File: config.mk
export PLATFORM = sky130hd
export DESIGN_NAME = vga_sprite_engine
export DESIGN_NICKNAME = d
export VERILOG_FILES = /design/src/rtl/vga_sprite_engine.sv
export SDC_FILE = /design/constraint.sdc
export NUM_CORES = 1
export LEC_CHECK = 0
export ABC_AREA = 0
export BUFFER_PORTS_ARGS = -buffer_cell sky130_fd_sc_hd__buf_2
export CORE_MARGIN = 2
export CORE_UTILIZATION = 40
export DETAILED_ROUTE_END_ITERATION = 12
export GPL_TIMING_DRIVEN = 0
export SLEW_MARGIN = 0
export SYNTH_ARGS = -nofsm -noshare
export SYNTH_HDL_FRONTEND = slang
export SYNTH_SLANG_ARGS = --single-unit
export TNS_END_PERCENT = 10
File: constraint.sdc
create_clock -name clk -period 3.6 [get_ports clk]
set_input_delay 0.36 -clock clk [delete_from_list [all_inputs] [get_ports clk]]
set_output_delay 0.36 -clock clk [all_outputs]
set_load 0.1 [all_outputs]
File: src/rtl/vga_sprite_engine.sv
// vga_sprite_engine: parametrised VGA timing generator with one scaled,
// animated, direction-transformed sprite overlaid on a background colour.
// Ports: clk/rst (async active-high); bg_rgb background; sprite_x/y/dir
// game-side position and facing; spr_addr_col/row + spr_frame to the sprite
// ROM, spr_rgb texel back (one pixel-enable later); vga_r/g/b colour;
// hsync/vsync active-low; frame_start one-clk pulse at pixel (0,0).
// Optional build macro VGA_BORDER_EN draws a white 1-pixel screen border.
module vga_sprite_engine #(
  parameter int          CLK_DIV     = 4,
  parameter int          H_ACTIVE    = 640,
  parameter int          H_FP        = 16,
  parameter int          H_SYNC      = 96,
  parameter int          H_BP        = 48,
  parameter int          V_ACTIVE    = 480,
  parameter int          V_FP        = 10,
  parameter int          V_SYNC      = 2,
  parameter int          V_BP        = 33,
  parameter int          SPR_SIZE    = 16,
  parameter int          SCALE_LOG2  = 2,
  parameter int          ANIM_FRAMES = 20,
  parameter logic [11:0] TRANSPARENT = 12'h000,
  localparam int         AW          = $clog2(SPR_SIZE)
) (
  input  logic          clk,
  input  logic          rst,
  input  logic [11:0]   bg_rgb,
  input  logic [9:0]    sprite_x,
  input  logic [9:0]    sprite_y,
  input  logic [1:0]    sprite_dir,
  output logic [AW-1:0] spr_addr_col,
  output logic [AW-1:0] spr_addr_row,
  output logic [1:0]    spr_frame,
  input  logic [11:0]   spr_rgb,
  output logic [3:0]    vga_r,
  output logic [3:0]    vga_g,
  output logic [3:0]    vga_b,
  output logic          hsync,
  output logic          vsync,
  output logic          frame_start
);

  localparam int H_TOTAL = H_ACTIVE + H_FP + H_SYNC + H_BP;
  localparam int V_TOTAL = V_ACTIVE + V_FP + V_SYNC + V_BP;
  localparam int HW = $clog2(H_TOTAL);
  localparam int VW = $clog2(V_TOTAL);
  localparam int DW = $clog2(CLK_DIV);
  localparam int FW = $clog2(ANIM_FRAMES + 1);

  localparam logic [HW-1:0] H_LAST    = HW'(H_TOTAL - 1);
  localparam logic [VW-1:0] V_LAST    = VW'(V_TOTAL - 1);
  localparam logic [VW-1:0] V_BLANK   = VW'(V_ACTIVE);
  localparam logic [DW-1:0] DIV_LAST  = DW'(CLK_DIV - 1);
  localparam logic [FW-1:0] ANIM_LAST = FW'(ANIM_FRAMES - 1);
  localparam logic [10:0]   BOX       = 11'(SPR_SIZE << SCALE_LOG2);
  localparam logic [10:0]   HA        = 11'(H_ACTIVE);
  localparam logic [10:0]   VA        = 11'(V_ACTIVE);
  localparam logic [10:0]   HS_BEG    = 11'(H_ACTIVE + H_FP);
  localparam logic [10:0]   HS_END    = 11'(H_ACTIVE + H_FP + H_SYNC);
  localparam logic [10:0]   VS_BEG    = 11'(V_ACTIVE + V_FP);
  localparam logic [10:0]   VS_END    = 11'(V_ACTIVE + V_FP + V_SYNC);

  logic [DW-1:0] div_q, div_d;
  logic [HW-1:0] h_q, h_d;
  logic [VW-1:0] v_q, v_d;
  logic [FW-1:0] fc_q, fc_d;
  logic [1:0]    frm_q, frm_d;
  logic          fs_q;
  logic [9:0]    x_q, y_q;
  logic [1:0]    dir_q;
  logic [AW-1:0] col_q, row_q, col_d, row_d;
  logic          box_q, act_q, hs_q, vs_q;
  logic          hso_q, vso_q;
  logic [11:0]   rgb_q, rgb_d, spr_pix, pix;
  logic          pe, sof, latch;
  logic [10:0]   h11, v11, x11, y11, dx, dy;
  logic [AW-1:0] u, w;
  logic          box_d, act_d, hs_d, vs_d;

  assign pe    = (div_q == DIV_LAST);
  assign sof   = pe && (h_q == '0) && (v_q == '0);
  // Sample game inputs at the top of vertical blank so a frame never tears.
  assign latch = pe && (h_q == '0) && (v_q == V_BLANK);

  always_comb begin
    div_d = pe ? '0 : div_q + 1'b1;
    h_d   = h_q;
    v_d   = v_q;
    if (pe) begin
      if (h_q == H_LAST) begin
        h_d = '0;
        v_d = (v_q == V_LAST) ? '0 : v_q + 1'b1;
      end else begin
        h_d = h_q + 1'b1;
      end
    end
  end

  always_comb begin
    fc_d  = fc_q;
    frm_d = frm_q;
    if (sof) begin
      if (fc_q == ANIM_LAST) begin
        fc_d  = '0;
        frm_d = frm_q + 2'd1;
      end else begin
        fc_d  = fc_q + 1'b1;
      end
    end
  end

  // Stage 0: box test and texel address. 11-bit maths so a box that runs
  // past the right/bottom edge clips instead of wrapping to x/y = 0.
  always_comb begin
    h11   = 11'(h_q);
    v11   = 11'(v_q);
    x11   = {1'b0, x_q};
    y11   = {1'b0, y_q};
    dx    = h11 - x11;
    dy    = v11 - y11;
    box_d = (h11 >= x11) && (h11 < x11 + BOX) &&
            (v11 >= y11) && (v11 < y11 + BOX);
    act_d = (h11 < HA) && (v11 < VA);
    hs_d  = !((h11 >= HS_BEG) && (h11 < HS_END));
    vs_d  = !((v11 >= VS_BEG) && (v11 < VS_END));
    u     = AW'(dx >> SCALE_LOG2);
    w     = AW'(dy >> SCALE_LOG2);
    col_d = u;
    row_d = w;
    // ~u is M-u for a power-of-two sprite edge.
    unique case (dir_q)
      2'd0: begin col_d = u;  row_d = w;  end
      2'd1: begin col_d = ~u; row_d = w;  end
      2'd2: begin col_d = w;  row_d = ~u; end
      2'd3: begin col_d = w;  row_d = u;  end
    endcase
  end

  assign spr_pix = (box_q && (spr_rgb != TRANSPARENT)) ? spr_rgb : bg_rgb;

`ifdef VGA_BORDER_EN
  logic brd_q, brd_d;
  assign brd_d = (h11 == 11'd0) || (h11 == HA - 11'd1) ||
                 (v11 == 11'd0) || (v11 == VA - 11'd1);
  always_ff @(posedge clk or posedge rst) begin
    if (rst)     brd_q <= 1'b0;
    else if (pe) brd_q <= brd_d;
  end
  assign pix = brd_q ? 12'hFFF : spr_pix;
`else
  assign pix = spr_pix;
`endif

  assign rgb_d = act_q ? pix : 12'h000;

  always_ff @(posedge clk or posedge rst) begin
    if (rst) begin
      div_q <= '0;
      h_q   <= '0;
      v_q   <= '0;
      fc_q  <= '0;
      frm_q <= '0;
      fs_q  <= 1'b0;
      x_q   <= '0;
      y_q   <= '0;
      dir_q <= '0;
      col_q <= '0;
      row_q <= '0;
      box_q <= 1'b0;
      act_q <= 1'b0;
      hs_q  <= 1'b1;
      vs_q  <= 1'b1;
      hso_q <= 1'b1;
      vso_q <= 1'b1;
      rgb_q <= '0;
    end else begin
      div_q <= div_d;
      h_q   <= h_d;
      v_q   <= v_d;
      fc_q  <= fc_d;
      frm_q <= frm_d;
      fs_q  <= sof;
      if (latch) begin
        x_q   <= sprite_x;
        y_q   <= sprite_y;
        dir_q <= sprite_dir;
      end
      if (pe) begin
        col_q <= col_d;
        row_q <= row_d;
        box_q <= box_d;
        act_q <= act_d;
        hs_q  <= hs_d;
        vs_q  <= vs_d;
        hso_q <= hs_q;
        vso_q <= vs_q;
        rgb_q <= rgb_d;
      end
    end
  end

  assign spr_addr_col = col_q;
  assign spr_addr_row = row_q;
  assign spr_frame    = frm_q;
  assign vga_r        = rgb_q[11:8];
  assign vga_g        = rgb_q[7:4];
  assign vga_b        = rgb_q[3:0];
  assign hsync        = hso_q;
  assign vsync        = vso_q;
  assign frame_start  = fs_q;

endmodule

==> results.md, run 1 <==
- The run finished with clean final reports.
- The worst-case IR drop observed on VDD is 243 uV.
- CTS saw 78 sinks.
- The share of layout cells above drive strength 1 is 21.5%.
- During placement, the flow inserted port buffers numbering 72.
- The initial core utilization is 41.4%.
- The wire length on met2 is 4.73 mm.
- The total of fill cells in the finished design is 1004.
- The post-cts hold buffer count is 0.
- The share of the clock period used by the worst path after layout is between 60% and 70%.
- The number of DRC violations after detailed-routing iteration 0 is 210.
- The post-synthesis share of cell area spent on full adders, half adders and majority gates is under 10%.
- For this run, asynchronously set or reset flops after synthesis account for 100%.
- The number of antenna cells inserted is 0.
- The overall power after layout is 2.00 mW.
- The initial antenna violation count is 0.
- The die width is 111 microns.
- The total standard cell area after synthesis is 4550 sq um.
- The via count of the first global-routing pass is 3548.
- After floorplanning, the core was divided into 38 placement rows.
- The clock root buffer master is sky130_fd_sc_hd__clkbuf_16.
- The endpoint of the most critical register-to-register path is box_q.
- The area growth from synthesis to layout is 19.5%.
- The I/O pin count is 73.
- Summing the areas of all compound-gate instances in the mapped netlist gives a little over an eighth of the synthesized area.
- The minimum period implied by the final worst setup slack is about 2300 ps.
- The number of hold violations in the final report is 0.
- The worst setup path is captured at a flip-flop.
- At the later pin of the worst-skew pair, clock insertion delay measures 340 ps.
- At the pin with the least slew margin, the transition time is 567 ps.
- Synthesis inferred between 70 and 80 register bits.
- For this run, the post-layout net count is 637.
- For this block, the routed nets add up to 10.6 mm of wire.
- The number of vias after detailed routing is approximately 3.6k.
- After detailed routing, the number of remaining DRC violations is 0.
- The start point of the critical path is v_q[4].
- Across all setup checks in the final design, the least slack found is ~1300 ps.
- The highest layer used for signal routing is met4.
- Setup repair after global routing left no endpoint under its margin.
- The xor-xnor portion of the synthesized cell area is 5.78%.
- The setup slack after placement is about 1300 ps.
- The kind of start point of the critical path is a flip-flop.
- Wire segments on met3 add up to 398 microns in the final route.
- The worst clock skew on the final layout is 7.38 ps.
- The clock passes through at most 2 buffers.
- The number of buffers inserted to repair setup after CTS is 0.
- The total clock buffers created by CTS is 9.
- The met1 wire length is 5.27 mm.
- TritonCTS built the clock tree.
- Dividing the detail-routed wire length by the instance count gives 15.2 microns.
- The number of enable-type register cells in the synthesized netlist is 0.
- The minimum setup slack among reg-to-reg paths is 1310 ps.
- In the global route stage, overall resource usage came out at approximately 18%.
- The number of unique standard cell types used by synthesis is 60.
- Measured along the y axis, the die boundary spans 111 microns.
- Gates resized during post-CTS repair numbered 0.
- The clock-pin slew on the worst setup and hold paths is 60 ps.
- Sequential cells were found to cover 43.0% of the synthesized design area.
- For this run, the leading register cell type out of synthesis is sky130_fd_sc_hd__dfrtp_1.
- The startpoint identified for the worst register-to-register timing path is v_q[4].
- During synthesis, Yosys emitted a total of 0 warnings.
- By startpoint and endpoint, the worst setup path is classified as reg -> reg.
- The tightest slew margin relative to the limit is between 60 and 70%.
- Averaged over all synthesized cells, the footprint is between 9 and 10 sq um.
- The data arrival time of the critical path is 2530 ps.
- The number of nets with antenna violations after detailed routing is 0.
- The pin count of the biggest net entering global routing is 51.
- In this run the number of H-tree levels came out at 3.
- Static timing analysis puts the maximum clock frequency at about 0.44 GHz.
- The core area is 11000 sq um.
- The maximum fanout count along the critical path is 8.
- The overall die area is 12200 sq um.
- The final hold slack is 8.38 ps.
- For this run, the share of the core covered by cells in the final layout is between 40% and 50%.
- After routing, the total negative slack on setup checks comes to 0 ps.
- Across the run, the number of max-cap violations was 0.
- The static leakage is 2.66 nW.
- The pre-antenna-repair detailed-routing pass consisted of 4 iterations.
- Setup violations remaining at the end of the flow were counted as 0.
- The total count of max-transition violations in the final report was 0.
- After synthesis, the share of cell area in mux cells is 5.03%.
- In this run the power density over the cells is 368 nW/um^2.
- The dominant combinational cell family by area after synthesis is simple AND/OR/NAND/NOR gates.
- The placer's final routability congestion estimate is 0.890.
- The number of cells produced by synthesis is ~470.
- The path class of the lowest-slack min-delay path is in -> async.
- For the worst setup path, the data required time is 3850 ps.
- The first global-routing pass estimated around 18 mm of wire.
- Using the TritonRoute via totals, the vias-per-cell ratio works out to ~5.2.
- Once detailed placement completed, the half-perimeter wirelength came to approximately 8.0 mm.
- Summing the areas of all and, or, nand and nor instances in the mapped netlist gives 16.8% of the synthesized area.
- Measured in cells, the most critical reg-to-reg path has a length of 6.
- For this run the aggregate overflow at the end of global routing stands at 0.
- The number of nets in the synthesized netlist is 553.
==> power by group <==
group | total, mW | switching [mW] | internal [mW]
Clock | 0.994 | 0.381 | 0.614
Sequential | 0.887 | 0.00326 | 0.884
Combinational | 0.120 | 0.0872 | 0.0331
==> per-stage QoR <==
| step | cells | instance area [sq um] |
|---|---|---|
| 3_5_place_dp | 682 | 5110 |
| 5_1_grt | 698 | 5440 |
| 6_report | 698 | 5440 |
| 3_3_place_gp | 681 | 5080 |
| 4_1_cts | 698 | 5440 |
| 2_1_floorplan | 469 | 4550 |
==> layout make-up <==
type                            instances  area [sq um]  area share (%)
Timing Repair Buffer                   73           388            7.13
Sequential cell                        78          1960            36.0
Tap cell                              140           175            3.22
Clock buffer                           10           229            4.21
Buffer                                 19          98.8            1.82
Clock inverter                          6          93.8            1.73
Inverter                               47           179            3.29
Multi-Input combinational cell        325          2320            42.6
==> flip-flops by register name, indices dropped and copies added (netlist names) <==
name          cells
h_q              10
spr_addr_col      4
y_q              10
spr_addr_row      4
vs_q              1
fc_q              5
act_q             1
rgb_q            12
hs_q              1
hsync             1
div_q             2
v_q              10
box_q             1
x_q              10
vsync             1
dir_q             2
spr_frame         2
frame_start       1
==> cell usage after synthesis (all sizes together) (3+ instances only) <==
cell     n  area [sq um]
a21o     8          60.1
a21oi   15          75.1
and3     5          31.3
buf     10          65.1
clkbuf   9          33.8
dfrtp   74          1850
dfstp    4           105
ha      36           450
inv     47           176
mux2     7          78.8
mux2i   15           150
nand2   45           169
nand2b   8          50.1
nand3   13          65.1
nand4    9          71.3
nor2    19          76.3
nor3    12          65.1
nor4     8          71.3
nor4b    3          38.8
o21ai   39           195
o21bai   3          22.5
o221ai   3          26.3
o22ai   14          87.6
xnor2   21           184
xor2     9          78.8
==> critical path: stages (launching register included) <==
cell and delay, ps:
sky130_fd_sc_hd__dfrtp_1 500, sky130_fd_sc_hd__ha_1 410, sky130_fd_sc_hd__and3_1 210, sky130_fd_sc_hd__a221oi_1 340
sky130_fd_sc_hd__o21bai_1 120, sky130_fd_sc_hd__a221o_1 410, sky130_fd_sc_hd__a221oi_2 210
==> cell families (layout without fill, tap and decap cells) <==
| kind of cell | count (synthesis) | after routing |
|---|---|---|
| AOI/OAI and AO/OA | 99 | 99 |
| buffers and inverters | 66 | 155 |
| adders and majority gates | 36 | 36 |
| and+or+nand+nor | 138 | 138 |
| xor gates and xnor gates | 30 | 30 |
| muxes | 22 | 22 |
| DFF | 78 | 78 |
==> worst max path at each step <==
stage                   to  slack [ps]  depth (start not counted)
floorplan            act_q        1250                          1
global placement    h_q[7]         250                          2
detailed placement   box_q        1340                          6
CTS                  box_q        1310                          7
global route         box_q        1200                          6
finish               box_q        1310                          6
==> metal layers <==
layer	track usage (%)	vias up
li1	-	1818
met1	25.4	1709
met2	26.7	66
met3	3.51	12
met4	7.00	0
met5	0	-
==> layout by cell type (no fill, tap or decap), types with 8 or more instances in the layout <==
master                      count
sky130_fd_sc_hd__nand3_1       13
sky130_fd_sc_hd__nand2b_1       8
sky130_fd_sc_hd__clkbuf_16      9
sky130_fd_sc_hd__ha_1          36
sky130_fd_sc_hd__a21o_1         8
sky130_fd_sc_hd__o22ai_1       14
sky130_fd_sc_hd__nand2_1       45
sky130_fd_sc_hd__xnor2_1       21
sky130_fd_sc_hd__mux2i_1       15
sky130_fd_sc_hd__inv_1         46
sky130_fd_sc_hd__o21ai_0       36
sky130_fd_sc_hd__nor3_1        11
sky130_fd_sc_hd__buf_2         79
sky130_fd_sc_hd__dfrtp_1       74
sky130_fd_sc_hd__clkbuf_1      10
sky130_fd_sc_hd__a21oi_1       15
sky130_fd_sc_hd__nand4_1        8
sky130_fd_sc_hd__xor2_1         9
sky130_fd_sc_hd__nor2_1        17
Note: power is estimated with default switching activity, not from simulation.
==> run 2, diff against run 1 <==
==> constraint.sdc (replaced) <==
create_clock -name clk -period 1.95 [get_ports clk]
set_input_delay 0.195 -clock clk [delete_from_list [all_inputs] [get_ports clk]]
set_output_delay 0.195 -clock clk [all_outputs]
set_load 0.1 [all_outputs]
==> run 2 against run 1 <==
Against the previous run: global-route usage increased by 1.7 points; first-iteration DRC count increased by 24%; clock power increased by 84%; die area unchanged; the run now ends with setup timing left; register-to-register slack got worse by 1400 ps; clock-buffer cell count increased by 3; maximum frequency increased by 11%; sequential cell count unchanged; clock skew increased by 2.8 ps; critical path type unchanged; core utilization increased by 3.0 points; non-clock buffer count increased by 16.
==> results.md, run 2 (synthesis gave the netlist of run 1 again) <==
- The flow ran to the end, but the final reports show violations.
- The checks that failed: setup timing.
- In this run, flip-flops and latches consume 44.4% of the power.
- The overall power after layout is 3.69 mW.
- The endpoint of the most critical register-to-register path is box_q.
- Entering global routing, the biggest net connects a little over 40 pins.
- After layout, the minimum clock period comes to 2050 ps.
- The overall die area is ~12000 sq um.
- Following the worst setup path forward leads to its endpoint at box_q.
- The number of buffers and inverters on the critical path is 0.
- Setup repair after global routing could not meet its margin everywhere.
- The met1 wire length is 5.38 mm.
- The final instance area is 5770 sq um.
- Counting along the longest clock path gives a buffer depth of 2.
- STA classifies the critical path startpoint as a flip-flop.
- The tightest slew margin relative to the limit is about two fifths.
- Across the run, the number of max-cap violations was 0.
- Clock latency on the worst-skew pair, taken at its later pin, is approximately 340 ps.
- The element type at the critical path end is a flip-flop.
- The share of the clock period used by the worst path after layout is 105%.
- The worst clock skew on the final layout is 10.2 ps.
- The total global routing overflow is 0.
- The clock network accounts for about half of the total power.
- The number of antenna cells inserted is 0.
- Walking the worst path, the cells encountered are ha_4, a21oi_4, nand2_2, a221oi_2, o21bai_1, a221o_1, a221oi_2.
- The clock-pin slew on the worst setup and hold paths is about 60 ps.
- The path type of the worst setup path is reg -> reg.
- The switching component of the power is 0.838 mW.
- The clock root buffer master is sky130_fd_sc_hd__clkbuf_16.
- In this run, CTS created clock tree buffers numbering 9.
- The core area is between 10000 and 15000 sq um.
- The initial antenna violation count is 0.
- The number of vias after detailed routing is 3785.
- Once detail routing completed, the nets flagged for antenna violations numbered 0.
- For this design the ratio of total power to cell area is 639 nW/um^2.
- The total count of max-transition violations in the final report is 0.
- The register name with the most flops is rgb_q.
- The instance area at placement is 5110 sq um.
- Combinational logic is responsible for 6.0% of the overall power.
- The final-stage net count is 653.
- Input and output buffers added on the ports amount to 72.
- Using the TritonRoute via totals, the vias-per-cell ratio works out to 5.30.
- The via count of the first global-routing pass came to approximately 3.9k.
- Dividing the detail-routed wire length by the instance count gives roughly 16 microns.
- The final critical-path setup slack is -104 ps.
- The global-route wire length before repair is 19.3 mm.
- The setup slack after placement is -321 ps.
- The most numerous cell type found on the critical path is sky130_fd_sc_hd__a221oi_2.
- The synthesis-to-finish area growth is 26.8%.
- Counting the fill cells in the layout gives 1001.
- Setup violations remaining at the end of the flow were counted as 4.
- The count of unresolved DRC violations after routing is 0.
- The setup check on the worst reg-to-reg path leaves a slack of -100 ps.
- The critical path runs through a total of 7 cells.
- Including well taps, the total number of placed cells is 682.
- The placer's final routability congestion estimate is around 0.86.
- The number of cell instances on the worst register-to-register path is 7.
- In this run, the number of DRC markers left after iteration 0 of detailed routing was between 200 and 300.
- The first-pass detailed-route iteration total is 6.
- The total routing resource utilization after global routing is 19.5%.
- The die width is around 110 microns.
- For the pin with the worst max-slew slack, the measured transition is roughly 900 ps.
- After detailed routing, the total wire length is about 11 mm.
- The internal power is 2.85 mW.
- The H-tree depth reported by CTS is 3.
- The kind of cell adding the most delay to the critical path is compound AO/OA/AOI/OAI gates.
- The floorplan has 38 rows.
- The maximum fanout count along the critical path is 4.
- Leaving out fill and tap cells, the most frequent cell in the layout is sky130_fd_sc_hd__buf_2.
- The worst endpoint required time is about 2200 ps.
- Of the total power, the share spent switching nets is 22.7%.
- The overall die height is approximately 110 microns.
- TritonCTS built the clock tree.
- The highest layer touched by signal routing is met4.
- The start point of the critical path is v_q[2].
- The filler-free cell count of the finished design is between 700 and 800.
- The I/O pin count is 73.
- Wire segments on met3 add up to 285 microns in the final route.
- The startpoint identified for the worst register-to-register timing path is v_q[2].
- After legalization and detailed placement, the total HPWL measured approximately 8.2 mm.
- The initial core utilization is 41.4%.
- The worst IR drop on VDD is 474 uV.
- The flip-flop count of the largest register, all copies and words added is 12.
- The highest cell delay on the worst timing path is 420 ps.
- The data arrival time of the critical path is ~2300 ps.
- The critical path's slowest cell is sky130_fd_sc_hd__dfrtp_1.
- The path class of the lowest-slack min-delay path is in -> async.
- The number of hold violations in the final report is 0.
- The wire length on met2 is 5.46 mm.
- The post-route netlist has between 20% and 30% of its cells at a drive strength greater than 1.
- The static leakage is 2.72 nW.
- For this design, the CTS-stage hold fixing added 0 buffers.
- The achievable frequency is 0.487 GHz.
- For this design, the sink count on the clock tree is 78.
- The top cell types in the final layout, fill and taps aside, are sky130_fd_sc_hd__buf_2, sky130_fd_sc_hd__dfrtp_1, sky130_fd_sc_hd__nand2_1.
run 2: cell count changes in the layout (fill, tap and decap cells not counted), sizes merged:
cell,change
buf,+13
clkbuf,+6
inv,-3
clkinv,-1
clkinvlp,+1
run 2: worst reg2reg max path, delay by kind of cell, from the launching register on:
family,cells,cell delay (ps)
adder cells (fa/ha/maj),1,260
AO/OA/AOI/OAI,5,1200
flip-flops,1,420
AND/OR/NAND/NOR,1,80
run 2: layout make-up:
class                           count  area (sq um)  share of cell area [%]
Buffer                             19           119                    2.06
Clock buffer                       13           250                    4.34
Clock inverter                      3          67.6                    1.17
Inverter                           47           180                    3.12
Multi-Input combinational cell    325          2500                    43.3
Sequential cell                    78          1970                    34.1
Tap cell                          140           175                    3.04
Timing Repair Buffer               89           513                    8.89
run 2: per-layer routing:
metal,GRT usage (%),vias up
met3,3.02,16
met1,26.4,1861
met5,0,-
met2,31.1,53
li1,-,1855
met4,8.08,0
run 2: power by group through the flow:
| stage | Combinational, mW | Sequential (mW) | Clock, mW |
|---|---|---|---|
| global route | 0.240 | 1.64 | 1.94 |
| floorplan | 0.0456 | 1.76 | 0 |
| CTS | 0.226 | 1.64 | 1.85 |
| detailed placement | 0.226 | 1.67 | 0 |
| global placement | 0.217 | 1.67 | 0 |
| finish | 0.222 | 1.64 | 1.83 |
run 2: stage by stage:
step                      hold WS, ps  setup TNS [ps]  utilization [%]
final                            36.5            -111             52.5
after global routing             61.4           -1240             52.5
after CTS                        55.7           -48.6             51.5
after detailed placement          404           -1960             46.5
after global placement            398           -1520             46.3
after floorplan                   312           -11.0                -
run 2: worst min path at each step:
stage | to | slack, ps | depth (start not counted)
2_1_floorplan | x_q[1] | 310 | 2
3_3_place_gp | y_q[4] | 400 | 3
3_5_place_dp | x_q[6] | 400 | 3
4_1_cts | x_q[4] | 60 | 3
5_1_grt | x_q[4] | 60 | 3
6_report | x_q[9] | 40 | 2
run 2: timing repair:
action                                  4_1_cts  5_1_grt
setup buffers                                10        6
pin swaps                                    12        9
endpoints found under the setup margin       19       37
gates resized for setup                      32       15
==> run 3, diff against run 2 <==
--- a/config.mk
+++ b/config.mk
@@ -9,8 +9,10 @@
 export BUFFER_PORTS_ARGS = -buffer_cell sky130_fd_sc_hd__buf_2
 export CORE_MARGIN = 2
 export CORE_UTILIZATION = 40
+export CTS_BUF_LIST = sky130_fd_sc_hd__clkbuf_8
 export DETAILED_ROUTE_END_ITERATION = 12
 export GPL_TIMING_DRIVEN = 0
+export PLACE_DENSITY_LB_ADDON = 0.05
 export SLEW_MARGIN = 0
 export SYNTH_ARGS = -nofsm -noshare
 export SYNTH_HDL_FRONTEND = slang
==> run 3 against run 2 <==
Against the previous run: the flow still finishes with violations (setup timing); power decreased by 7.6%; die area unchanged; maximum frequency decreased by 0.52%; cell count increased by 0.14%; cell area decreased by 2.0%; sequential cell count unchanged; clock-buffer cell count decreased by 2; sequential power about the same; first-iteration DRC count decreased by 13%; register-to-register slack about the same; wire length increased by 1.6%; critical endpoint unchanged.
==> results.md, run 3 (synthesis gave the netlist of run 1 again) <==
- Measured against its own limit, the worst slew margin works out to 61.6%.
- The path type of the worst setup path is reg -> reg.
- The maximum fanout count along the critical path is 4.
- The overall die height is around 110 microns.
- The via count of the first global-routing pass is roughly 3.7k.
- After legalization and detailed placement, the total HPWL measured 8.44 mm.
- The largest buffer count on any clock path is 2.
- In this run, CTS created clock tree buffers numbering 9.
- The I/O pin count is 73.
- TritonCTS built the clock tree.
- The congestion estimate from routability-driven global placement came to 0.841.
- The max capacitance violation total is 0.
- Power spread over the standard cell area amounts to 603 nW/um^2.
- The number of rows in the core area is 38.
- In this run the worst hold path is classified as in -> reg.
- The number of antenna diodes in the final layout is 0.
- The first-pass detailed-route iteration total is 4.
- Setup repair after global routing could not meet its margin everywhere.
- The number of sinks driven by the clock tree is 78.
- For the pin with the worst max-slew slack, the measured transition is ~580 ps.
- The run finished, with violations left.
- Summed over all layers, the routed wires come to around 12 mm.
- The die covers 12200 sq um.
- Hold timing on the final database bottoms out at a slack of 12.7 ps.
- In this design, the largest share of critical-path delay is due to compound AO/OA/AOI/OAI gates.
- Clock-pin slew was measured on the worst setup and hold paths at 90 ps.
- The tree is rooted in a sky130_fd_sc_hd__clkbuf_8.
- The count of buffers added on input and output ports is 72.
- Among all stages on the critical path, the largest delay is contributed by sky130_fd_sc_hd__dfrtp_1.
- The first global-routing pass estimated approximately 19 mm of wire.
- The filler cells instantiated in the layout total 1019.
- The instance area at placement is 5130 sq um.
- The total global routing overflow is 0.
- The H-tree depth reported by CTS is 3.
- STA classifies the critical path endpoint as a flip-flop.
- Setup slack on the critical path of the routed design comes to -115 ps.
- Leaving out fill and tap cells, the most frequent cell in the layout is sky130_fd_sc_hd__buf_2.
- In this design, the stage delay of the slowest critical-path cell is 440 ps.
- For this configuration, the core starts out at a cell density of 41.4%.
- The register with the most flip-flops in the layout has 12 of them.
- Entering global routing, the biggest net connects 32 pins.
- The final reports fail on setup timing.
- IR analysis of the VDD net gives a maximum drop of about 460 uV.
- The share of layout cells above drive strength 1 is 28.0%.
- Derived from the worst setup path, the maximum achievable clock frequency is 0.484 GHz.
- The final layout contains approximately 650 nets.
- The count of final setup violators is 6.
- The initial antenna violation count came to 0.
- For the final routed database, the setup TNS stands at -158 ps.
- For the worst setup path, the data arrival time is between 2000 and 2500 ps.
- The number of DRC violations after detailed-routing iteration 0 is 226.
- The most numerous cell type found on the critical path is sky130_fd_sc_hd__a221oi_2.
- Together, buffers and inverters on the worst path number 0.
- The number of hold violations in the final report is 0.
- STA classifies the critical path startpoint as a flip-flop.
- In the finished design, the share of the clock period the worst path needs comes to 106%.
- The final core utilization is 51.5%.
- In this run the standard cell core region covers 11000 sq um.
- Counting I/O delays and the setup requirement, the final critical path takes ~2100 ps.
- Compared with the post-synthesis result, the final layout area differs by 24.3%.
- At the later pin of the worst-skew pair, clock insertion delay measures 390 ps.
- The wire length per cell after detailed routing is roughly 16 microns.
- The signal on the critical path passes through ha_4, a21oi_2, nand2_1, a221oi_2, o21bai_1, a221o_1, a221oi_2.
- The total count of max-transition violations in the final report came to 0.
- The final instance area is 5650 sq um.
- The worst endpoint required time is 2240 ps.
- The ratio of routed vias to standard cells is approximately 5.2.
- In the layout the commonest cells are sky130_fd_sc_hd__buf_2, sky130_fd_sc_hd__dfrtp_1, sky130_fd_sc_hd__nand2_1.
- The die width is 111 microns.
- The total routing resource utilization after global routing is 19.8%.
- The count of unresolved DRC violations after routing is 0.
- The count of nets left with antenna violations once routing finished came out at 0.
- The register name with the most flops is rgb_q.
- The worst clock skew on the final layout is 15.3 ps.
- The number of vias after detailed routing is between 3k and 4k.
- The static leakage is 2.72 nW.
[run 3: changes by cell type in the layout (fill, tap and decap cells not counted), moves of 3 or more]
| cell | before | now |
|---|---|---|
| sky130_fd_sc_hd__clkbuf_1 | 10 | 6 |
| sky130_fd_sc_hd__clkbuf_16 | 9 | 0 |
| sky130_fd_sc_hd__clkbuf_8 | 1 | 11 |
| sky130_fd_sc_hd__dlygate4sd3_1 | 0 | 3 |
| sky130_fd_sc_hd__ha_1 | 26 | 30 |
| sky130_fd_sc_hd__ha_4 | 8 | 5 |
| sky130_fd_sc_hd__inv_1 | 41 | 44 |
[run 3: report_power, final]
group | switching [mW] | internal [mW]
clock network | 0.631 | 0.912
registers | 0.00569 | 1.63
logic | 0.164 | 0.0673
[run 3: worst reg2reg max path, cell delays in order, from the launching register on]
cell and delay, ps:
sky130_fd_sc_hd__dfrtp_1 440, sky130_fd_sc_hd__ha_4 290, sky130_fd_sc_hd__a21oi_2 150, sky130_fd_sc_hd__nand2_1 110, sky130_fd_sc_hd__a221oi_2 290, sky130_fd_sc_hd__o21bai_1 110, sky130_fd_sc_hd__a221o_1 380, sky130_fd_sc_hd__a221oi_2 210
[run 3: path summary, 6_finish.rpt]
path / endpoint / cells past startpoint / slack, ps / from
hold / removal: y_q[6] / 3 / 10 / sprite_y[6]
hold reg to reg: div_q[0] / 1 / 440 / div_q[0]
setup / recovery: box_q / 7 / -120 / v_q[2]
max in group asynchronous: vsync / 5 / 750 / rst
setup reg to reg: box_q / 7 / -120 / v_q[2]
min in group asynchronous: x_q[9] / 3 / 390 / rst
[run 3: repair_timing]
item	in CTS	in global routing
gates resized for setup	23	15
hold buffers	3	0
hold endpoints to repair	21	0
buffers inserted	10	3
setup endpoints to repair	19	47
pin swaps	8	7
[run 3: layout make-up]
class	count	area, sq um	area share (%)
timing repair buffer	90	528	9.34
clock buffer	11	151	2.68
tap	140	175	3.10
multi-input combinational	325	2440	43.1
inverter	47	180	3.19
clock inverter	5	97.6	1.73
buffer	19	116	2.06
sequential	78	1970	34.8
[run 3: per-layer routing]
metal / GRT usage (%) / share of wire, % / wire (microns)
met3: 5.05 / 3.3 / 384
met4: 6.50 / 1.5 / 170
met2: 30.7 / 46 / 5280
met5: 0 / 0 / 0
met1: 27.1 / 49 / 5710
[run 3: metrics by stage]
step           std cells  power, mW  setup slack, ps
6_report             715       3.41             -115
5_1_grt              715       3.53             -196
4_1_cts              712       3.45            -63.7
3_5_place_dp         683       1.90             -303
3_3_place_gp         681       1.88             -310
2_1_floorplan        469       1.81            -11.0
